## src/rtl/sobolrng_pkg.sv

```systemverilog
// Shared constants and elaboration-time direction-vector builder for the Sobol generator.
// Optional scrambler elsewhere is enabled by SOBOLRNG_SCRAMBLE_EN.
package sobolrng_pkg;

    localparam int MAX_DIM   = 32'sd4;
    localparam int MAX_WIDTH = 32'sd16;

    // Primitive polynomial degree s and inner coefficients a_1..a_{s-1} (bit j-1 holds a_j).
    localparam int         POLY_DEG [MAX_DIM]    = '{32'sd0, 32'sd1, 32'sd2, 32'sd3};
    localparam logic [1:0] POLY_A   [MAX_DIM]    = '{2'b00, 2'b00, 2'b01, 2'b10};
    localparam logic [1:0] M_INIT   [MAX_DIM][3] = '{'{2'd1, 2'd0, 2'd0},
                                                     '{2'd1, 2'd0, 2'd0},
                                                     '{2'd1, 2'd3, 2'd0},
                                                     '{2'd1, 2'd3, 2'd1}};

    // Right-aligned direction vectors, [dim][k]; only the low width bits of the low width entries are meaningful.
    typedef logic [MAX_DIM-1:0][MAX_WIDTH-1:0][MAX_WIDTH-1:0] dirvec_t;

    // Built MSB-aligned in 16 bits; right shifts only drop low bits, so truncating to width is exact.
    function automatic logic [15:0] sobol_dirvec(input int dim, input int k, input int width);
        logic [15:0] v [16];
        logic [15:0] t;
        int          s;
        s = POLY_DEG[dim];
        for (int i = 0; i < 16; i++) begin
            if (dim == 0) begin
                v[i] = 16'h8000 >> i;
            end else if (i < s) begin
                v[i] = 16'(M_INIT[dim][i]) << (15 - i);
            end else begin
                t = v[i-s] ^ (v[i-s] >> s);
                for (int j = 1; j < s; j++) begin
                    if (POLY_A[dim][j-1]) begin
                        t = t ^ v[i-j];
                    end
                end
                v[i] = t;
            end
        end
        return v[k] >> (16 - width);
    endfunction

    function automatic dirvec_t sobol_dirvec_table(input int width);
        dirvec_t tbl;
        tbl = '0;
        for (int d = 0; d < MAX_DIM; d++) begin
            for (int k = 0; k < MAX_WIDTH; k++) begin
                tbl[d][k] = sobol_dirvec(d, k, width);
            end
        end
        return tbl;
    endfunction

endpackage

```

## src/rtl/sobolrng_md_lsz_enc.sv

```systemverilog
// Least-significant-zero priority encoder: position of the lowest 0 bit plus an all-ones flag.
module lsz_enc #(
    parameter int W = 8
) (
    input  logic [W-1:0]                      iVal,
    output logic [((W > 1) ? $clog2(W) : 1)-1:0] oPos,
    output logic                              oAllOnes
);
    localparam int PW = (W > 1) ? $clog2(W) : 1;

    // Scan from the top so the lowest zero bit wins.
    always_comb begin
        oPos = '0;
        for (int i = W - 1; i >= 0; i--) begin
            if (!iVal[i]) begin
                oPos = PW'(i);
            end else begin
                oPos = oPos;
            end
        end
    end

    assign oAllOnes = &iVal;

endmodule

```

## src/rtl/sobolrng_md.sv

```systemverilog
// Multi-dimensional Sobol generator driven by one Gray-code index counter.
// Define SOBOLRNG_SCRAMBLE_EN to add the run-time digital-shift scrambler (iScrLd/iScr).
module sobolrng_md
    import sobolrng_pkg::*;
#(
    parameter int BITWIDTH = 8,
    parameter int DIM      = 2
) (
    input  logic                    iClk,
    input  logic                    iRst,
    input  logic                    iEn,
    input  logic                    iClr,
`ifdef SOBOLRNG_SCRAMBLE_EN
    input  logic                    iScrLd,
    input  logic [DIM*BITWIDTH-1:0] iScr,
`endif
    output logic [DIM*BITWIDTH-1:0] sobolSeq,
    output logic [BITWIDTH-1:0]     oIdx,
    output logic                    oWrap
);
    localparam int      PW      = (BITWIDTH > 1) ? $clog2(BITWIDTH) : 1;
    localparam dirvec_t DIR_VEC = sobol_dirvec_table(BITWIDTH);

    logic [BITWIDTH-1:0]     idx_r;
    logic [DIM*BITWIDTH-1:0] lanes_r;
    logic                    wrap_r;
    logic [PW-1:0]           cPos_s;
    logic [3:0]              cSel_s;
    logic                    allOnes_s;
    logic [DIM*BITWIDTH-1:0] stepMask_s;

    lsz_enc #(.W(BITWIDTH)) uLsz (
        .iVal     (idx_r),
        .oPos     (cPos_s),
        .oAllOnes (allOnes_s)
    );

    assign cSel_s = 4'(cPos_s);

    for (genvar d = 0; d < DIM; d++) begin : gLane
        assign stepMask_s[d*BITWIDTH +: BITWIDTH] = DIR_VEC[d][cSel_s][BITWIDTH-1:0];
    end

    // Index counter and lanes: reset, then clear, then advance or hold.
    always_ff @(posedge iClk) begin
        if (iRst) begin
            idx_r   <= '0;
            lanes_r <= '0;
            wrap_r  <= 1'b0;
        end else if (iClr) begin
            idx_r   <= '0;
            lanes_r <= '0;
            wrap_r  <= 1'b0;
        end else if (iEn) begin
            if (allOnes_s) begin
                idx_r   <= '0;
                lanes_r <= '0;
                wrap_r  <= 1'b1;
            end else begin
                idx_r   <= idx_r + BITWIDTH'(1);
                lanes_r <= lanes_r ^ stepMask_s;
                wrap_r  <= 1'b0;
            end
        end else begin
            wrap_r <= 1'b0;
        end
    end

`ifdef SOBOLRNG_SCRAMBLE_EN
    logic [DIM*BITWIDTH-1:0] scr_r;

    // Scramble mask survives iClr so a restarted sequence keeps its shift.
    always_ff @(posedge iClk) begin
        if (iRst) begin
            scr_r <= '0;
        end else if (iScrLd) begin
            scr_r <= iScr;
        end else begin
            scr_r <= scr_r;
        end
    end

    assign sobolSeq = lanes_r ^ scr_r;
`else
    assign sobolSeq = lanes_r;
`endif

    assign oIdx  = idx_r;
    assign oWrap = wrap_r;

endmodule

```

## config.mk

```make
export PLATFORM = sky130hd
export DESIGN_NAME = sobolrng_md
export DESIGN_NICKNAME = d
export VERILOG_FILES = /design/src/rtl/sobolrng_pkg.sv /design/src/rtl/sobolrng_md_lsz_enc.sv /design/src/rtl/sobolrng_md.sv
export SDC_FILE = /design/constraint.sdc
export NUM_CORES = 1
export LEC_CHECK = 0
export BUFFER_PORTS_ARGS = -buffer_cell sky130_fd_sc_hd__buf_2
export CELL_PAD_IN_SITES_DETAIL_PLACEMENT = 2
export CELL_PAD_IN_SITES_GLOBAL_PLACEMENT = 2
export CORE_MARGIN = 8
export CORE_UTILIZATION = 31
export CTS_CLUSTER_DIAMETER = 50
export DETAILED_ROUTE_END_ITERATION = 6
export PLACE_DENSITY_LB_ADDON = 0.1
export SYNTH_ARGS = -nofsm -noshare
export SYNTH_HDL_FRONTEND = slang
export SYNTH_SLANG_ARGS = --single-unit
```

## constraint.sdc

```tcl
create_clock -name iClk -period 1.9 [get_ports iClk]
set_input_delay 0.095 -clock iClk [delete_from_list [all_inputs] [get_ports iClk]]
set_output_delay 0.095 -clock iClk [all_outputs]
set_load 0.01 [all_outputs]
```

# After elaboration in Yosys (flattened, before gate mapping)
# Memories as Yosys holds them, arrays and structs flattened.
# Cells that the tools add are included.
# totals
out_inout_bits	25
romBits	256
n_memories	2
regBits	25
inputBits	4
wordCells	25
# memory_table
memory	depth	word_bits	rd	rd_clocked_by_memory_dff	write_ports	line	text
(no name shown)	8	16	1	0	0	sobolrng_md.sv:41	assign stepMask_s[d*BITWIDTH +: BITWIDTH] = DIR_VEC[d][cSel_s][BITWIDTH-1:0];
(no name shown)	8	16	1	0	0	sobolrng_md.sv:41	
# op_classes
n_bitwise	2
n_addsub	1
n_reduce_logical	3
n_mux	13
magnitude_cmp	1
# op_table
cell	n
$mux W3	8
$mux W8	3
$mux W16	1
$xor A16 B16 Y16	1
$add A8 B1 Y8 const B	1
$reduce_and A8 Y1	1
$lt A3 B5 Y1 const B	1
$reduce_or A3 Y1	1
$reduce_or A2 Y1	1
$mux W1	1
$not A1 Y1	1

# Logic depth before layout (Yosys ltp)
# depth
ltp_word	12
depth_mapped	7
depth_no_buf	6

# Cells and area by module
# From an unflattened synthesis, not the netlist that was laid out.
# unflattened
hier_cells	124
hier_area_um2	1126.1
# by_module_without_submodules
module	instances	cells_each	area_per_inst_um2
sobolrng_md	1	111	1051.0
lsz_enc	1	13	75.1

# Worst setup path before layout
# Ideal clock, no wire load.
# synth_path
path_kind	register to register
start	reg idx_r[1] (netlist: oIdx[1])
end	reg lanes_r[12] (netlist: sobolSeq[12])
stages_incl_launch_ff	8
setup_ns	0.120
t_arrival_ns	1.492
path_buffers	1
path_slack_ns	0.288
path_cell_list	dfxtp_1 -> ha_1 -> nand4_1 -> o21bai_1 -> buf_2 -> inv_2 -> o211ai_1 -> nand2_1
# synth_between
elab_chain_cells	6
# synth_rtl
element	line	text
start, declared	sobolrng_md.sv:24	logic [BITWIDTH-1:0] idx_r;
start signal, assigned	sobolrng_md.sv:60	idx_r <= idx_r + BITWIDTH'(1);
$mux W3 (2 in series)	sobolrng_md_lsz_enc.sv:15	if (!iVal[i]) begin
$mem_v2 Z8 W16	n/a	
$mux W8 (implied by the code)	sobolrng_md.sv:41	
$xor A16 B16 Y16	sobolrng_md.sv:61	lanes_r <= lanes_r ^ stepMask_s;
$mux W16 (*)	sobolrng_md.sv:55	if (allOnes_s) begin
end signal, assigned	sobolrng_md.sv:61	
end, declared	sobolrng_md.sv:25	logic [DIM*BITWIDTH-1:0] lanes_r;
# Every way passes the cells marked *; elsewhere a longest branch is shown, timed or not. The select of a mux whose other input is x is not followed.
# A chain may end at the register's enable or synchronous reset.

# Worst setup path in the final report
# layout_path
start	reg idx_r[2] (netlist: oIdx[2])
end	reg lanes_r[12] (netlist: sobolSeq[12])
# layout_between
elab_chain_cells	7
# layout_rtl
element	line
$mux W3 (3 in series)	sobolrng_md_lsz_enc.sv:15
$mem_v2 Z8 W16	n/a
$mux W8 (implied by the code)	sobolrng_md.sv:41
$xor A16 B16 Y16	sobolrng_md.sv:61
$mux W16 (*)	sobolrng_md.sv:55
# Marks and branches as above.

==> impl_metrics.xml <==
<?xml version="1.0" encoding="UTF-8"?>
<metrics>
  <group name="placement">
    <metric name="numPlacedInstances" unit="">207</metric>
    <metric name="io_buffers" unit="">28</metric>
    <metric name="post-dp-hpwl" unit="mm">2.51</metric>
    <metric name="preCtsSetupSlack" unit="ps">114</metric>
    <metric name="gp_congestion" unit="">0.736</metric>
    <metric name="placedInstanceArea" unit="um2">1440</metric>
  </group>
  <group name="route">
    <metric name="initialDrtViolationCount" unit="">31</metric>
    <metric name="detailroute.via_count" unit="">1011</metric>
    <metric name="drt_pre_antenna_iters" unit="">3</metric>
    <metric name="drt-wirelength-per-cell" unit="um">16.0</metric>
    <metric name="drt.antenna.violating_nets" unit="">0</metric>
    <metric name="route.final.wire_length" unit="mm">3.38</metric>
    <metric name="route.detailed.drc" unit="">0</metric>
    <metric name="avgViaCountPerCell" unit="">4.79</metric>
  </group>
  <group name="timing">
    <metric name="final-setup-viol-count" unit="">0</metric>
    <metric name="grt_setup_unrepaired" unit="">false</metric>
    <metric name="max_slew.worst_pin.slew" unit="ps">410</metric>
    <metric name="fin_setup_tns" unit="ps">0</metric>
    <metric name="final.min_clock_period" unit="ps">1770</metric>
    <metric name="finalHoldWorstSlack" unit="ps">214</metric>
    <metric name="layout_worst_path_cycle_share" unit="%">93.0</metric>
    <metric name="clock.fmax" unit="MHz">566</metric>
    <metric name="relSlewSlack" unit="%">72.7</metric>
    <metric name="report.final.slew_viol_count" unit="">0</metric>
    <metric name="finalHoldViolations" unit="">0</metric>
    <metric name="max_clock_skew" unit="ps">1.71</metric>
    <metric name="setup_ws" unit="ps">133</metric>
  </group>
  <group name="clocking">
    <metric name="insertion_delay" unit="ps">270</metric>
    <metric name="tritoncts_clock_tree" unit="">yes</metric>
    <metric name="clock_transition_time_at_the_flip_flop_clock_pins_of_the_worst_setup_and_hold_paths" unit="ps">90</metric>
    <metric name="postcts_resize_cnt" unit="">0</metric>
    <metric name="clock-sinks" unit="">25</metric>
    <metric name="cts_root_buffer" unit="">clkbuf_8</metric>
    <metric name="clock_tree.buffer_depth" unit="">2</metric>
    <metric name="clock_tree.htree_level_count" unit="">1</metric>
    <metric name="post-cts-setup-buffers" unit="">0</metric>
    <metric name="holdBufCountCts" unit="">0</metric>
    <metric name="tritoncts.num_buffers" unit="">3</metric>
  </group>
  <group name="final_layout">
    <metric name="synthesis_to_finish_area_growth" unit="%">21.0</metric>
    <metric name="fill_cells" unit="">479</metric>
    <metric name="ff_latch_area" unit="um2">502</metric>
    <metric name="antenna_cells" unit="">0</metric>
    <metric name="multi_input_comb_area" unit="um2">662</metric>
    <metric name="stdcell_area" unit="um2">1490</metric>
    <metric name="number_of_nets_in_the_final_layout" unit="">167</metric>
    <metric name="postLayoutCoreUtil" unit="%">38.0</metric>
    <metric name="layout.cells.non_filler" unit="">211</metric>
    <metric name="final_layout_size_suffix_gt1_share" unit="%">35.4</metric>
  </group>
  <group name="yosys">
    <metric name="post_synth_main_area_contributors" unit="">dfxtp_1 41%, xnor2_1 6.4%, xor2_1 6.4%</metric>
    <metric name="dominant_combinational_cell_family_by_area_after_synthesis" unit="">simple AND/OR/NAND/NOR gates</metric>
    <metric name="synth_top_flop_cell" unit="">dfxtp_1</metric>
    <metric name="synth_nets" unit="">134</metric>
    <metric name="syn_avg_cell_area" unit="um2">9.53</metric>
    <metric name="synth.cell_area" unit="um2">1230</metric>
    <metric name="synth_simple_gate_area_share" unit="%">25.4</metric>
    <metric name="synth-adder-area-share" unit="%">1.02</metric>
    <metric name="synth-seq-cells" unit="">25</metric>
    <metric name="synth_compound_area_share" unit="%">14.5</metric>
    <metric name="synthDominantAreaCellType" unit="">dfxtp_1</metric>
    <metric name="yosys_warnings" unit="">0</metric>
    <metric name="synthDominantCellAreaShare" unit="%">40.7</metric>
    <metric name="post_synth_num_cell_types" unit="">42</metric>
    <metric name="syn_inst" unit="">129</metric>
    <metric name="post_synth_mux_area_share" unit="%">0</metric>
    <metric name="synth_edf_count" unit="">0</metric>
    <metric name="asyncSetResetFlopFracSynth" unit="%">0</metric>
    <metric name="synth_xor_area_share" unit="%">12.8</metric>
    <metric name="synth-seq-area-share" unit="%">40.7</metric>
  </group>
  <group name="global_routing">
    <metric name="grt_antenna_before_repair" unit="">0</metric>
    <metric name="grt_pass1_vias" unit="">1122</metric>
    <metric name="largest_net_degree_at_the_start_of_global_routing" unit="">14</metric>
    <metric name="grt_pass1_wl" unit="mm">5.56</metric>
    <metric name="gr-usage-met3" unit="%">2.93</metric>
    <metric name="grt.total_usage" unit="%">11.3</metric>
    <metric name="total_global_routing_overflow" unit="">0</metric>
    <metric name="grt.busiest_layer" unit="">met2</metric>
    <metric name="global_route.usage.met1" unit="%">12.3</metric>
    <metric name="globalRouteMet2Util" unit="%">20.5</metric>
  </group>
  <group name="power_and_ir_drop">
    <metric name="combPwrFrac" unit="%">6.4</metric>
    <metric name="sequentialPowerShare" unit="%">57.9</metric>
    <metric name="leakage" unit="nW">0.601</metric>
    <metric name="power.share.switching" unit="%">23.2</metric>
    <metric name="power_switching" unit="mW">0.212</metric>
    <metric name="pwr-share-clk" unit="%">35.7</metric>
    <metric name="internal-power" unit="mW">0.704</metric>
    <metric name="pwr_cell_area" unit="nW/um2">616</metric>
    <metric name="vdd_ir_drop_max" unit="mV">0.245</metric>
    <metric name="power.total" unit="mW">0.916</metric>
  </group>
  <group name="critical_path">
    <metric name="crit_path_end_kind" unit="">flop</metric>
    <metric name="startpoint_type" unit="">flop</metric>
    <metric name="cp.arrival" unit="ps">1990</metric>
    <metric name="data_required_time_of_the_worst_path" unit="ps">2120</metric>
    <metric name="critical_path.max_fanout" unit="">12</metric>
    <metric name="reg2regPathDepth" unit="">5</metric>
    <metric name="worst-setup-path-type" unit="">flop to flop</metric>
  </group>
  <group name="worst_hold_path">
    <metric name="min_delay_path_depth" unit="">3</metric>
    <metric name="hold_path.class" unit="">primary input to flop</metric>
  </group>
  <group name="floorplan">
    <metric name="design.portCount" unit="">29</metric>
    <metric name="floorplan.die.height" unit="um">79.0</metric>
    <metric name="core" unit="um2">3910</metric>
    <metric name="die_width" unit="um">79.0</metric>
    <metric name="design.die.area" unit="um2">6240</metric>
    <metric name="initial_utilization" unit="%">31.4</metric>
    <metric name="placement_rows" unit="">23</metric>
  </group>
  <group name="run_status">
    <metric name="result_of_the_run" unit="">finished clean</metric>
  </group>
  <group name="run">
    <metric name="max_cap_viol_count" unit="">0</metric>
  </group>
</metrics>
## cell usage in the layout, fill, tap and decap left out, types with 2 or more instances in the layout
cell	synthesis	final
buf_2	3	28
nand3_1	4	4
nand2_1	8	8
nor3b_2	2	2
inv_1	2	2
xnor2_1	9	9
or3_1	2	2
clkbuf_8	0	3
o21ai_0	6	6
buf_4	0	6
dfxtp_1	25	24
nor2_1	20	20
nand4_1	2	2
a21oi_1	7	7
xor2_1	9	9
## power groups by stage
| stage | registers, mW | clock network [mW] | logic [mW] |
|---|---|---|---|
| after detailed placement | 0.543 | 0 | 0.0599 |
| after CTS | 0.531 | 0.342 | 0.0603 |
| after global routing | 0.531 | 0.362 | 0.0646 |
| final | 0.530 | 0.327 | 0.0583 |
| after floorplan | 0.547 | 0 | 0.0305 |
| after global placement | 0.542 | 0 | 0.0583 |
## cell type report
type,instances,share of cell area [%]
Clock buffer,4,3.03
Inverter,3,0.757
Multi-Input combinational cell,94,44.5
Sequential cell,25,33.7
Tap cell,50,4.21
Timing Repair Buffer,35,13.8
## registers in the layout (all words and copies together), names as in the netlist
signal	cells
sobolSeq	16
oIdx	8
oWrap	1
## critical path, cell delays in order, from the launching register on
cell,delay [ps]
dfxtp_1,580
nand3_1,200
a21oi_4,280
nor2_2,80
or4_1,480
nand2_1,90
## kinds of logic (layout without fill, tap and decap cells)
group,Yosys count,count (layout)
buf+inv,10,42
xor+xnor,18,18
fa+ha+maj,1,1
simple gates,53,53
compound gates,22,22
flops,25,25
## path summary, 6_finish.rpt
path                                  start           end  slack, ps
worst max-delay path                oIdx[2]  sobolSeq[12]        130
worst min-delay path                    iEn       oIdx[0]        210
worst max register to register      oIdx[2]  sobolSeq[12]        130
worst min register to register  sobolSeq[5]   sobolSeq[5]        500
## synthesized netlist by cell type (2+ instances only)
master / n
dfxtp_1: 25
nor2_1: 20
xnor2_1: 9
xor2_1: 9
nand2_1: 8
a21oi_1: 7
o21ai_0: 6
nand3_1: 4
buf_2: 3
buf_6: 2
inv_1: 2
nand4_1: 2
nor3b_2: 2
or3_1: 2
## per-layer routing
layer | up-vias | share of wire, % | wire, um
met5 | - | 0 | 0
met4 | 0 | 1.1 | 37
met3 | 4 | 4.1 | 139
met2 | 16 | 50 | 1690
met1 | 492 | 45 | 1520
li1 | 499 | - | -
Note: power is estimated with default switching activity, not from simulation.
